$ cat config.mk
export PLATFORM = sky130hd
export DESIGN_NAME = cache_axi_refill
export DESIGN_NICKNAME = d
export VERILOG_FILES = /design/src/rtl/cache_axi_refill.sv
export SDC_FILE = /design/constraint.sdc
export NUM_CORES = 1
export LEC_CHECK = 0
export CORE_AREA = 2 2 300 302
export CTS_CLUSTER_SIZE = 20
export DETAILED_ROUTE_END_ITERATION = 10
export DIE_AREA = 0 0 302 304
export DONT_BUFFER_PORTS = 1
export PLACE_DENSITY_LB_ADDON = 0.3
export SKIP_LAST_GASP = 1
export SYNTH_ARGS = -nofsm -noshare
export SYNTH_HDL_FRONTEND = slang
export SYNTH_SLANG_ARGS = --single-unit
$ cat constraint.sdc
create_clock -name clk -period 17.8 [get_ports clk]
set_input_delay 2.67 -clock clk [delete_from_list [all_inputs] [get_ports clk]]
set_output_delay 2.67 -clock clk [all_outputs]
set_load 0.01 [all_outputs]
$ cat src/rtl/cache_axi_refill.sv
// AXI line engine for the data cache: writes back a dirty victim with an
// 8-beat write burst, then refills the missing line with an 8-beat read burst.
module cache_axi_refill #(
    parameter int         LINE_WORDS = 8,
    parameter logic [3:0] AXI_ID     = 4'd0
) (
    input  logic                     clk,
    input  logic                     rst,
    input  logic                     miss,
    input  logic                     dirty,
    input  logic [31:0]              miss_addr,
    input  logic [31:0]              wb_addr,
    input  logic [LINE_WORDS*32-1:0] cacheline_old,
    output logic                     refresh,
    output logic [LINE_WORDS*32-1:0] cacheline_new,
    output logic                     busy,
    output logic [3:0]               awid,
    output logic [31:0]              awaddr,
    output logic [3:0]               awlen,
    output logic [2:0]               awsize,
    output logic [1:0]               awburst,
    output logic                     awvalid,
    input  logic                     awready,
    output logic [3:0]               wid,
    output logic [31:0]              wdata,
    output logic [3:0]               wstrb,
    output logic                     wlast,
    output logic                     wvalid,
    input  logic                     wready,
    input  logic                     bvalid,
    input  logic [1:0]               bresp,
    output logic                     bready,
    output logic [3:0]               arid,
    output logic [31:0]              araddr,
    output logic [3:0]               arlen,
    output logic [2:0]               arsize,
    output logic [1:0]               arburst,
    output logic                     arvalid,
    input  logic                     arready,
    input  logic [31:0]              rdata,
    input  logic [1:0]               rresp,
    input  logic                     rlast,
    input  logic                     rvalid,
    output logic                     rready
);

    localparam int              BW        = $clog2(LINE_WORDS);
    localparam logic [BW-1:0]   LAST_BEAT = BW'(LINE_WORDS - 1);

    typedef enum logic [2:0] {
        S_IDLE, S_AW, S_W, S_B, S_AR, S_R, S_DONE
    } state_t;

    state_t                  state, state_nx;
    logic [BW-1:0]           beat;
    logic [31:0]             line_addr;
    logic [31:0]             victim_addr;
    logic [LINE_WORDS*32-1:0] old_line;
    logic [LINE_WORDS*32-1:0] new_line;

    // Response codes and rlast carry no information this engine acts on.
    logic unused_ok;
    assign unused_ok = ^{bresp, rresp, rlast, miss_addr[4:0], wb_addr[4:0]};

    assign awid    = AXI_ID;
    assign wid     = AXI_ID;
    assign arid    = AXI_ID;
    assign awlen   = 4'(LINE_WORDS - 1);
    assign arlen   = 4'(LINE_WORDS - 1);
    assign awsize  = 3'b010;
    assign arsize  = 3'b010;
    assign awburst = 2'b01;
    assign arburst = 2'b01;
    assign wstrb   = 4'hF;

    assign awaddr        = victim_addr;
    assign araddr        = line_addr;
    assign wdata         = old_line[{beat, 5'b0} +: 32];
    assign cacheline_new = new_line;
    assign busy          = (state != S_IDLE);

    always_ff @(posedge clk or posedge rst) begin
        if (rst) state <= S_IDLE;
        else     state <= state_nx;
    end

    always_comb begin
        state_nx = state;
        awvalid  = 1'b0;
        wvalid   = 1'b0;
        wlast    = 1'b0;
        bready   = 1'b0;
        arvalid  = 1'b0;
        rready   = 1'b0;
        refresh  = 1'b0;
        case (state)
            S_IDLE: if (miss) state_nx = dirty ? S_AW : S_AR;
            S_AW: begin
                awvalid = 1'b1;
                if (awready) state_nx = S_W;
            end
            S_W: begin
                wvalid = 1'b1;
                wlast  = (beat == LAST_BEAT);
                if (wready && wlast) state_nx = S_B;
            end
            S_B: begin
                bready = 1'b1;
                if (bvalid) state_nx = S_AR;
            end
            S_AR: begin
                arvalid = 1'b1;
                if (arready) state_nx = S_R;
            end
            // Termination counts beats; an early rlast must not cut the line short.
            S_R: begin
                rready = 1'b1;
                if (rvalid && beat == LAST_BEAT) state_nx = S_DONE;
            end
            S_DONE: begin
                refresh  = 1'b1;
                state_nx = S_IDLE;
            end
            default: state_nx = S_IDLE;
        endcase
    end

    always_ff @(posedge clk or posedge rst) begin
        if (rst) begin
            beat        <= '0;
            line_addr   <= '0;
            victim_addr <= '0;
            old_line    <= '0;
            new_line    <= '0;
        end else begin
            case (state)
                S_IDLE: if (miss) begin
                    line_addr   <= {miss_addr[31:5], 5'b0};
                    victim_addr <= {wb_addr[31:5], 5'b0};
                    old_line    <= cacheline_old;
                    beat        <= '0;
                end
                S_W: if (wready) beat <= (beat == LAST_BEAT) ? '0 : beat + 1'b1;
                S_R: if (rvalid) begin
                    new_line[{beat, 5'b0} +: 32] <= rdata;
                    beat <= beat + 1'b1;
                end
                default: ;
            endcase
        end
    end

endmodule

Word level (Yosys, flattened, before mapping)
Cells that the tools add are included.
{"block": "totals", "regBits": 572, "inputBits": 366, "output_inout_bits": 394, "wordCells": 56}
{"block": "op_classes", "n_addsub": 2, "eq_ne": 15, "shift": 3, "n_mux": 21, "n_reduce_logical": 9}
{"cell": "bitwise mux 256 bit", "n": 1}
{"cell": "variable shift 32 x 10 -> 256 bit, first input constant", "n": 1}
{"cell": "variable part select 256 x 9 -> 32 bit", "n": 1}
{"cell": "variable part select 32 x 10 -> 256 bit", "n": 1}
{"cell": "2-to-1 mux 3 bit", "n": 11}
{"cell": "one-hot mux 3 bit (6 select lines)", "n": 1}
{"cell": "inequality test 2 bit, second input constant", "n": 8}
{"cell": "equality test 3 bit, second input constant", "n": 4}
{"cell": "negator 8 -> 10 bit", "n": 1}
{"cell": "one-hot mux 3 bit (3 select lines)", "n": 1}
{"cell": "2-to-1 mux 1 bit", "n": 7}
{"cell": "equality test 3 x 2 -> 1 bit, second input constant", "n": 2}
{"cell": "AND reduction 6 bit", "n": 1}
{"cell": "nonzero test 3 bit", "n": 2}
{"cell": "AND reduction 2 bit", "n": 2}
{"cell": "AND reduction 4 bit", "n": 1}
{"cell": "adder 3 x 1 -> 3 bit, second input constant", "n": 1}
{"cell": "equality test 3 x 1 -> 1 bit, second input constant", "n": 1}
{"cell": "logical NOT 3 bit", "n": 1}
{"cell": "logical AND 1 bit", "n": 2}

Longest topological paths before layout
{"block": "logic_depth", "depth_word": 4, "depth_mapped": 12, "depth_no_buf": 7}

Least setup slack after synthesis
Ideal clock, no wire load.
{"block": "synth_timing", "path_type": "flip-flop to output port", "startpoint": "register beat[0]", "endpoint": "output port wdata[26]", "arrival_time_ns": 1.676, "required_time_ns": 15.130, "setup_slack_ns": 13.454, "stages_incl_launch_ff": 7, "path_buffers": 3, "path_cell_list": "dfrtp_1 > buf_6 > buf_4 > buf_2 > mux4_2 > nand2_1 > nand2_1"}
{"block": "synth_between", "elab_chain_cells": 1}
{"element": "from (decl)", "line_no": "55", "source": "logic [BW-1:0] beat;"}
{"element": "from (signal assigned)", "line_no": "143", "source": "S_W: if (wready) beat <= (beat == LAST_BEAT) ? '0 : beat + 1'b1;"}
{"element": "from (signal assigned)", "line_no": "146", "source": "beat <= beat + 1'b1;"}
{"element": "variable part select 256 x 9 -> 32 bit", "line_no": "78", "source": "assign wdata = old_line[{beat, 5'b0} +: 32];"}
{"element": "to (decl)", "line_no": "25", "source": "output logic [31:0] wdata,"}
No other way between the ends.

Final worst setup path
{"block": "layout_timing", "startpoint": "register beat[0]", "endpoint": "output port wdata[27]"}
The elaborated chain is that of the path after synthesis.

==> results.yml <==
run_status:
  outcome: "completed"
clock_network:
  numCtsBuffers: 69
  cts_sinks: 572
  cts_tree: "built"
  cts_hold_buf: 0
  root_buffer: "clkbuf_16"
  path_clk_slew_ns: 0.06
  cts_buffer_depth: 3
  clock_latency_ns: 0.63
  post_cts_resized: 0
  postCtsSetupBuffers: 0
  cts_max_level: 3
floorplan:
  die_area_mm2: 0.0918
  initial_core_util_pct: 27.7
  die_w_um: 302
  die_h_um: 304
  io_pins: 760
  core_mm2: 0.0890
  rows: 110
global_routing:
  grt_pass1_wl_mm: 110
  grt_usage_pct: 16.4
  grt-ovfl-total: 0
  antenna_found_initial: 42
  grt_max_degree: 83
  first_global_vias: 15700
worst_setup_path:
  worst-setup-path-type: "flop to output pin"
  worstReg2RegStart: "state[0]"
  ff2ff_path_depth: 5
  critPathMaxFanout: 42
  crit_path_start_kind: "flop"
  crit_arrival_ns: 3.53
  endpoint_kind: "output pin"
  r2r_setup_slack_ns: 13.59
  r2r-end: "old_line[139]"
  cp.required_ns: 15.13
sta:
  clock_skew_ns: 0.0196
  fin_crit_sh_pct: 34.8
  finalSetupTns_ns: 0
  hold_viol: 0
  report.final.slew_viol_count: 0
  rsz0062_at_grt: "no"
  finalSetupViolCount: 0
  fmaxAchievable_mhz: 161
  max_slew_margin_pct: 17.6
  holdWs_ns: 0.487
  post-route-min-period_ns: 6.20
  tightest_slew_ns: 1.23
finish:
  seq_area_mm2: 0.0143
  final_core_util_pct: 31.2
  layout_commonest_cell: "dfrtp_1"
  finalNetCount: 2183
  final_cell_mix: "dfrtp_1 (569), nand2_1 (343), mux2_2 (339)"
  fillers: 8881
  drive_gt1_share_pct: 31.9
  multi_input_area_mm2: 0.00923
  fin_area_mm2: 0.0278
  area_growth_pct: 12.7
logic_synthesis:
  netlist-cell-type-count: 44
  synthesis.area_mm2: 0.0246
  muxShareOfSynthArea_pct: 26.3
  async_flop_share_pct: 100
  synth_compound_area_share_pct: 2.36
  seq_area_frac_synth_pct: 58.1
  synth_top_family_by_area: "multiplexers"
  synthAdderAreaFrac_pct: 0.406
  synth-main-ff-cell: "dfrtp_1"
  synth_xor_xnor_area_share_pct: 0
  synthCells: 1821
  avgSynthCellArea_um2: 13.5
  synth-seq-cells: 572
  synth-simple-area-share_pct: 7.66
  synth-edff-count: 0
  ys_warn_count: 0
job:
  maxCapViolCount: 0
power:
  pwr-share-clk_pct: 29.6
  peakVddDrop_mv: 0.0947
  p_int_w: 0.00323
  switching_share_pct: 32.9
  seqPwrFrac_pct: 43.7
  power.switching_w: 0.00158
  comb_power_share_pct: 26.6
  p_leak_nw: 12.1
  p_per_area_mw_per_mm2: 173
worst_hold_path:
  hold_path_end: "old_line[12]"
  holdPathStages: 1
  hp-class: "flop to flop"
  min_from: "old_line[12]"
route:
  vias: 14500
  antenna_left: 0
  drt_wl_total_mm: 76.8
  drc: 0
  wl_per_cell_um: 25.2
  drtPass1Iterations: 5
  drt_iter0_drc: 903
  vias_per_cell: 4.75
placement:
  port-buffer-count: 0
  dpl.hpwl_mm: 57.5
  placed_cell_area_mm2: 0.0254
  gp_congestion: 0.899
==> worst max path at each step <==
stage | from | endpoint | slack (ns) | cells after the start
finish | beat[0] | wdata[27] | 11.60 | 4
global route | beat[0] | wdata[27] | 11.30 | 4
CTS | beat[0] | wdata[27] | 11.35 | 4
detailed placement | rst | beat[1] | 11.78 | 5
global placement | rst | beat[1] | 11.91 | 5
floorplan | rst | araddr[10] | 7.34 | 1
==> through the flow <==
stage               setup WS [ns]  power (W)  std cells
floorplan                    7.34    0.00301       1863
global placement            11.91    0.00340       2914
detailed placement          11.78    0.00346       2914
CTS                         11.35    0.00491       3033
global route                11.30    0.00508       3040
finish                      11.60    0.00481       3044
==> cells in the mapped netlist, types with 2 or more instances <==
| cell type | number | area (um^2) |
|---|---|---|
| dfrtp_1 | 572 | 14300 |
| nand2_1 | 343 | 1290 |
| mux2_2 | 339 | 3820 |
| o21ai_0 | 100 | 500 |
| mux4_2 | 64 | 1440 |
| buf_4 | 51 | 383 |
| inv_1 | 42 | 158 |
| buf_6 | 40 | 450 |
| mux2_1 | 39 | 439 |
| and2_1 | 33 | 206 |
| buf_2 | 33 | 165 |
| mux2i_1 | 32 | 320 |
| mux2_4 | 30 | 450 |
| clkbuf_1 | 23 | 86.3 |
| nand3_1 | 19 | 95.1 |
| ha_1 | 8 | 100 |
| nor2_1 | 7 | 26.3 |
| clkbuf_2 | 4 | 20.0 |
| nor3_1 | 4 | 20.0 |
| buf_1 | 3 | 11.3 |
| nand4_2 | 3 | 37.5 |
| nor3_4 | 3 | 48.8 |
| a21oi_1 | 2 | 10.0 |
| conb_1 | 2 | 7.51 |
| nand3b_1 | 2 | 15.0 |
| nor2_4 | 2 | 22.5 |
| nor3b_1 | 2 | 15.0 |
| o211a_1 | 2 | 20.0 |
| o211ai_1 | 2 | 15.0 |
==> power groups by stage <==
stage               Sequential, W  Combinational, W  Clock (W)
global route              0.00215           0.00140    0.00152
floorplan                 0.00196           0.00105          0
detailed placement        0.00213           0.00133          0
finish                    0.00210           0.00128    0.00142
CTS                       0.00211           0.00133    0.00147
global placement          0.00211           0.00129          0
==> routing by layer <==
metal / up-vias / GRT usage (%) / share of wire (%)
li1: 6176 / - / -
met1: 7441 / 17.0 / 35
met2: 653 / 28.8 / 51
met3: 139 / 7.72 / 11
met4: 48 / 5.66 / 2.7
met5: - / 0 / 0.40
==> registers in the layout (all words and copies together) (netlist names) <==
name and count:
state 3, beat 3, awaddr 27, old_line 256
cacheline_new 256, araddr 27
==> critical path, cell delays in order (launching register included) <==
cell     delay (ns)
dfrtp_4        0.91
buf_4          0.84
mux4_2         0.67
nand2_1        0.23
nand2_1        0.20
==> cell type report <==
type                       instances  area share, %
inverter                          42          0.582
clock inverter                    20           1.02
sequential                       572           51.6
antenna                           11         0.0992
clock buffer                      99           7.35
timing repair buffer              29          0.785
multi-input combinational       1095           33.2
tap                             1176           5.30
==> cell families (layout without fill, tap and decap cells) <==
family / Yosys count / count (layout)
compound gates: 110 / 110
mux: 504 / 504
buf+inv: 196 / 190
other cells: 2 / 55
flops: 572 / 572
fa+ha+maj: 8 / 8
simple gates: 429 / 429
No activity file was read; power rests on OpenSTA's default activity.
